`src/rtl/mem_bus_arbiter.sv`:
```
// Round-robin arbiter that lets the CPU core (requester 0) and the DMA/hex loader
// (requester 1) share the tagged memory bus. It sequences the address, data and read-capture phases.
//
// state | meaning
// IDLE  | bus free, arbitrate between req0/req1
// ADDR  | address strobe phase
// WR    | write strobe phase, drive wdata/wtag
// RD    | read strobe phase
// WAIT  | RD_WAIT cycles of memory latency, capture on last
// DONE  | ack pulse to owner, grant held
module mem_bus_arbiter #(
    parameter int ADDR_W  = 20,
    parameter int RD_WAIT = 1
) (
    input  logic              clk,
    input  logic              reset_n,
    input  logic              req0,
    input  logic              req1,
    input  logic              we0,
    input  logic              we1,
    input  logic [ADDR_W-1:0] addr0,
    input  logic [ADDR_W-1:0] addr1,
    input  logic [63:0]       wdata0,
    input  logic [63:0]       wdata1,
    input  logic [7:0]        wtag0,
    input  logic [7:0]        wtag1,
    output logic              ack0,
    output logic              ack1,
    output logic [63:0]       rdata,
    output logic [7:0]        rtag,
    output logic [1:0]        grant,
    output logic [63:0]       o_ad,
    output logic [7:0]        o_tag,
    output logic              o_astb,
    output logic              o_rd,
    output logic              o_wr,
    input  logic [63:0]       i_data,
    input  logic [7:0]        i_tag
);

    localparam int CNT_W = (RD_WAIT > 1) ? $clog2(RD_WAIT) : 1;

    typedef enum logic [2:0] {
        S_IDLE,
        S_ADDR,
        S_WR,
        S_RD,
        S_WAIT,
        S_DONE
    } state_t;

    state_t           state_q;
    logic             last_q;
    logic             we_q;
    logic [63:0]      wdata_q;
    logic [7:0]       wtag_q;
    logic [CNT_W-1:0] cnt_q;
    logic             pick1;

    // On a tie the requester that was not served last wins.
    assign pick1 = req1 & (~req0 | ~last_q);

    always_ff @(posedge clk or negedge reset_n) begin
        if (!reset_n) begin
            state_q <= S_IDLE;
            last_q  <= 1'b1;
            we_q    <= 1'b0;
            wdata_q <= '0;
            wtag_q  <= '0;
            cnt_q   <= '0;
            grant   <= '0;
            ack0    <= 1'b0;
            ack1    <= 1'b0;
            rdata   <= '0;
            rtag    <= '0;
            o_ad    <= '0;
            o_tag   <= '0;
            o_astb  <= 1'b0;
            o_rd    <= 1'b0;
            o_wr    <= 1'b0;
        end else begin
            ack0   <= 1'b0;
            ack1   <= 1'b0;
            o_astb <= 1'b0;
            o_rd   <= 1'b0;
            o_wr   <= 1'b0;
            o_ad   <= '0;
            o_tag  <= '0;
            case (state_q)
                S_IDLE: begin
                    if (req0 || req1) begin
                        we_q    <= pick1 ? we1 : we0;
                        wdata_q <= pick1 ? wdata1 : wdata0;
                        wtag_q  <= pick1 ? wtag1 : wtag0;
                        last_q  <= pick1;
                        grant   <= pick1 ? 2'b10 : 2'b01;
                        o_astb  <= 1'b1;
                        o_ad    <= 64'(pick1 ? addr1 : addr0);
                        state_q <= S_ADDR;
                    end
                end
                S_ADDR: begin
                    if (we_q) begin
                        o_wr    <= 1'b1;
                        o_ad    <= wdata_q;
                        o_tag   <= wtag_q;
                        state_q <= S_WR;
                    end else begin
                        o_rd    <= 1'b1;
                        state_q <= S_RD;
                    end
                end
                S_WR: begin
                    ack0    <= grant[0];
                    ack1    <= grant[1];
                    state_q <= S_DONE;
                end
                S_RD: begin
                    cnt_q   <= CNT_W'(RD_WAIT - 1);
                    state_q <= S_WAIT;
                end
                S_WAIT: begin
                    if (cnt_q == '0) begin
                        rdata   <= i_data;
                        rtag    <= i_tag;
                        ack0    <= grant[0];
                        ack1    <= grant[1];
                        state_q <= S_DONE;
                    end else begin
                        cnt_q <= cnt_q - CNT_W'(1);
                    end
                end
                S_DONE: begin
                    grant   <= '0;
                    state_q <= S_IDLE;
                end
                default: begin
                    grant   <= '0;
                    state_q <= S_IDLE;
                end
            endcase
        end
    end

endmodule
```
`config.mk`:
```
export PLATFORM = sky130hd
export DESIGN_NAME = mem_bus_arbiter
export DESIGN_NICKNAME = d
export VERILOG_FILES = /design/src/rtl/mem_bus_arbiter.sv
export SDC_FILE = /design/constraint.sdc
export NUM_CORES = 1
export LEC_CHECK = 0
export BUFFER_PORTS_ARGS = -buffer_cell sky130_fd_sc_hd__buf_2
export CORE_ASPECT_RATIO = 0.7
export CORE_MARGIN = 4
export CORE_UTILIZATION = 43
export CTS_CLUSTER_DIAMETER = 200
export DETAILED_ROUTE_END_ITERATION = 10
export PLACE_DENSITY = 0.89
export SETUP_SLACK_MARGIN = 0.05
export SYNTH_ARGS = -nofsm -noshare
export SYNTH_HDL_FRONTEND = slang
export SYNTH_SLANG_ARGS = --single-unit
```
`constraint.sdc`:
```
create_clock -name clk -period 1.6 [get_ports clk]
set_input_delay 0 -clock clk [delete_from_list [all_inputs] [get_ports clk]]
set_output_delay 0 -clock clk [all_outputs]
set_load 0.02 [all_outputs]
```
== Yosys cells after proc, flatten, opt, wreduce, memory -nomap -nowiden ==
Cells that the tools add are included.
Storage, ports and cells
  flip-flop bits (word level): 229
  input port bits: 262
  output and inout bits: 151
Operators by class
  $add $sub $neg: 1
  muxes and demuxes: 28
  bitwise gates (word level): 6
  eq/ne operators: 6
  reductions and logical operators: 8
Operator list (count)
  2-to-1 mux 64 bit: 2
  case mux 64 bit (2 select lines): 1
  2-to-1 mux 20 bit: 2
  2-to-1 mux 8 bit: 3
  case mux 3 bit (5 select lines): 1
  2-to-1 mux 1 bit: 11
  AND reduction 2 bit: 4
  == test 3 x 2 -> 1 bit, second input constant: 2
  2-to-1 mux 3 bit: 2
  case mux 1 bit (2 select lines): 3
  2-to-1 mux 2 bit: 2
  inequality test 2 bit, second input constant: 2
  NOT 1 bit: 4
  case mux 2 bit (2 select lines): 1
  OR reduction 4 bit: 1
  == test 3 x 1 -> 1 bit, second input constant: 1
  == test 3 bit, second input constant: 1
  zero test 3 bit: 1
  nonzero test 2 bit: 1
  AND 1 bit: 1
  logical OR 1 bit: 1
  OR 1 bit: 1
  subtractor 1 bit, second input constant: 1

== Longest topological paths before layout ==
  word-level depth: 6
  mapped depth: 7
  gate-level depth less buffers: 4

== Worst setup path before layout ==
OpenSTA, ideal clock, no wires.
  path kind: register to register
  start point: reg state_q[2]
  end point: reg wdata_q[10]
  required time: 1475 ps
  setup time: 125 ps
  arrival: 1531 ps
  setup slack: -56 ps
  buffers on the path: 3
  cell stages (with the launch flop): 8
  period minus slack after synthesis: 1656 ps
  path through: dfrtp_1 -> buf_4 -> nor3_4 -> o21ai_0 -> inv_1 -> buf_6 -> buf_6 -> mux2_2
Between the ends
  longest elaborated chain between the ends: 2
Ends and longest elaborated chain
  start: declaration: RTL line 52  | state_t state_q;
  start signal: assignment: RTL line 65  | state_q <= S_IDLE;
  start signal: assignment: RTL line 99  | state_q <= S_ADDR;
  start signal: assignment: RTL line 107  | state_q <= S_WR;
  zero test 3 bit: RTL line 89  | case (state_q)
  AND reduction 2 bit (no source line)
  end signal: assignment: RTL line 93  | wdata_q <= pick1 ? wdata1 : wdata0;
  end: declaration: RTL line 55  | logic [63:0] wdata_q;
No other way between the ends.
A chain may end at the register's enable or synchronous reset.

== Final worst setup path ==
  start point: reg last_q
  end point: reg wdata_q[27]
Between the ends
  longest elaborated chain between the ends: 4
Ends and longest elaborated chain
  start: declaration: RTL line 53  | logic last_q;
  start signal: assignment: RTL line 95  | last_q <= pick1;
  NOT 1 bit: RTL line 61  | assign pick1 = req1 & (~req0 | ~last_q);
  OR 1 bit: RTL line 61
  AND 1 bit: RTL line 61
  2-to-1 mux 64 bit: RTL line 93
No other way between the ends.

==> results.toml <==
[power_and_ir_drop]
p_per_area_nw_per_um2 = 1800
ir_drop_v = 0.000898
leakage_nw = 8.14
finalPower_mw = 29.3

[yosys]
synth.avg_cell_area_sq_um = 15.0
synthTopCellsByCount = "dfrtp_1, mux2_2, and2_1, buf_6, nand2_1"
yosysMostFrequentCell = "dfrtp_1"
yosysTopAreaCellShare_pct = 60.5
synthFlopType = "dfrtp_1"
syn_inst = 627
synthTopCellsByArea = "dfrtp_1, mux2_2, and2_1"
synthArstFlopShare_pct = 100
syn-num-nets = 889
synth_top_cell_by_area = "dfrtp_1"
synth_seq_cells = 228
synthesis.area_sq_um = 9390
synth_edf_count = 0
synth_cell_types = 33
yosysSeqAreaShare_pct = 60.7
yosysWarningCount = 0

[floorplanning]
die_area_sq_um = 24300
die_h_microns = 132
rows = 44
die-width_microns = 185
num_io_pins = 413
start_util_pct = 44.6
core_sq_um = 21100

[place]
gp_congestion = 0.793
io_buffers = 412
place_hpwl_microns = 20200
place_ws_ps = -104

[global_routing]
grt_max_degree = 71
first_global_vias = 9722
gr-total-overflow = 0
grt_pass1_wl_microns = 55600
antenna_found_initial = 7
grt_usage_pct = 29.3

[critical_path]
reg2regPathDepth = 5
path_class = "register to register"
cp-end-kind = "register"
required_ps = 1990
cp-endpoint = "wdata_q[27]$_DFFE_PN0P_"
r2r-start = "last_q$_DFFE_PN1P_"
startpoint = "last_q$_DFFE_PN1P_"
crit_arrival_ps = 2070
path_max_fanout = 26
r2r_slack_ps = -80
start_kind = "register"
reg2reg_to = "wdata_q[27]$_DFFE_PN0P_"

[routing]
first_pass_iters = 5
vias = 8762
post-route-drc-count = 0
viasPerCell = 5.29
antenna_left = 0
drt_iter0_markers = 513
wire_per_inst_microns = 24.6
wirelength_microns = 40700

[clock_network]
cts_tree = "yes"
clock_sinks = 228
root_buffer = "clkbuf_16"
path_clk_slew_ps = 70
htree_num_levels = 1
cts_buffer_depth = 3
cts_inserted_buffers = 22
insertion_delay_ps = 510

[timing]
holdWs_ps = 21.5
tightestPinTransition_ps = 591
finalHoldViolCount = 0
grt_setup_unrepaired = "true"
setup_slack_ps = -83.2
max_freq_ghz = 0.594
period_minus_slack_ps = 1680
skew_ps = 12.3
maxSlewHeadroom_pct = 60.6
final.period_utilization_pct = 105
final_max_slew_viol_count = 0
setup_violations = 140

[layout]
fin_nets = 1618
drive_gt1_share_pct = 55.7
syn2layout_area_growth_pct = 73.9

[flow_run]
drv_cap = 0

[worst_hold_path]
hold_path.class = "input pin to asynchronous set/reset pin"

[status]
violations = "negative setup slack"
status = "finished with violations"
==> state kept, by name (all words and copies together), names as in the netlist, 2 cells and up <==
name	count
rtag	8
grant	2
rdata	64
o_tag	8
wtag_q	8
o_ad	64
state_q	3
wdata_q	64
==> placed cells by master, fill, tap and decap left out, types with 2 or more instances in the layout <==
cell type / Yosys / layout
a21oi_1: 5 / 4
and2_1: 52 / 37
and2_4: 0 / 15
buf_12: 0 / 10
buf_16: 0 / 3
buf_2: 7 / 411
buf_4: 2 / 38
buf_6: 21 / 8
buf_8: 0 / 2
clkbuf_1: 7 / 5
clkbuf_16: 0 / 33
clkbuf_8: 0 / 4
clkinv_2: 0 / 5
dfrtp_1: 227 / 227
diode_2: 0 / 8
dlygate4sd3_1: 0 / 261
inv_1: 3 / 2
inv_6: 0 / 2
mux2_2: 213 / 91
mux2_4: 0 / 127
mux2i_1: 20 / 18
mux2i_2: 0 / 2
nand2_1: 21 / 20
nor3_1: 3 / 3
nor3_4: 2 / 2
nor3b_1: 2 / 2
o21ai_0: 18 / 14
o21ai_1: 3 / 6
==> worst min path at each step <==
stage               start                       to  slack, ps
2_1_floorplan     reset_n           ack0$_DFF_PN0_       -300
4_1_cts        wdata1[31]  wdata_q[31]$_DFFE_PN0P_       -130
6_report          reset_n       o_ad[62]$_DFF_PN0_         20
5_1_grt           reset_n  wdata_q[56]$_DFFE_PN0P_         80
3_5_place_dp      reset_n       o_ad[62]$_DFF_PN0_         -5
3_3_place_gp      reset_n  wdata_q[61]$_DFFE_PN0P_       -0.7
==> final cells by class <==
class	instances	area [sq um]
sequential	228	5710
clock inverter	7	63.8
clock buffer	32	649
multi-input combinational	357	3920
antenna	8	20.0
tap	276	345
timing repair buffer	743	5610
fill	1108	4750
inverter	4	20.0
==> metal layers <==
layer,routed length [microns],global-route usage [%]
met3,3470,7.76
met1,14600,33.4
met5,0,0
met4,2400,15.5
met2,20200,50.5
==> critical path: stages (launching register included) <==
cell,delay (ps)
dfstp_2,390
a21boi_4,170
buf_12,160
buf_16,190
mux2_2,370
mux2_4,270
==> kinds of logic after synthesis <==
group	share of synthesized area, %
muxes	28.3
DFF	60.7
and+or+nand+nor	5.34
buffers and inverters	3.53
AOI/OAI and AO/OA	2.02
xor gates and xnor gates	0.0933
==> metrics by stage <==
step | cells | util [%] | cell area, sq um | setup TNS [ps]
6_report | 1655 | 77.5 | 16300 | -5360
2_1_floorplan | 627 | - | 9690 | -2140
3_5_place_dp | 1325 | 58.1 | 12200 | -6100
4_1_cts | 1630 | 74.5 | 15700 | -1980
3_3_place_gp | 1325 | 58.1 | 12200 | -2200
5_1_grt | 1654 | 77.5 | 16300 | -9960
==> repair_timing <==
action | 4_1_cts | 5_1_grt
resized for setup | 10 | 88
buffers inserted | 4 | 3
endpoints found under the setup margin | 190 | 163
pin swaps | 3 | 6
gates cloned | 2 | 13
hold buffers | 260 | 1
endpoints found under the hold margin | 395 | 1
==> power breakdown <==
part	internal, mW	switching (mW)
Combinational	7.13	6.80
Clock	2.99	2.30
Sequential	8.40	1.71
Total	18.5	10.8
(Power assumes the default switching activity.)
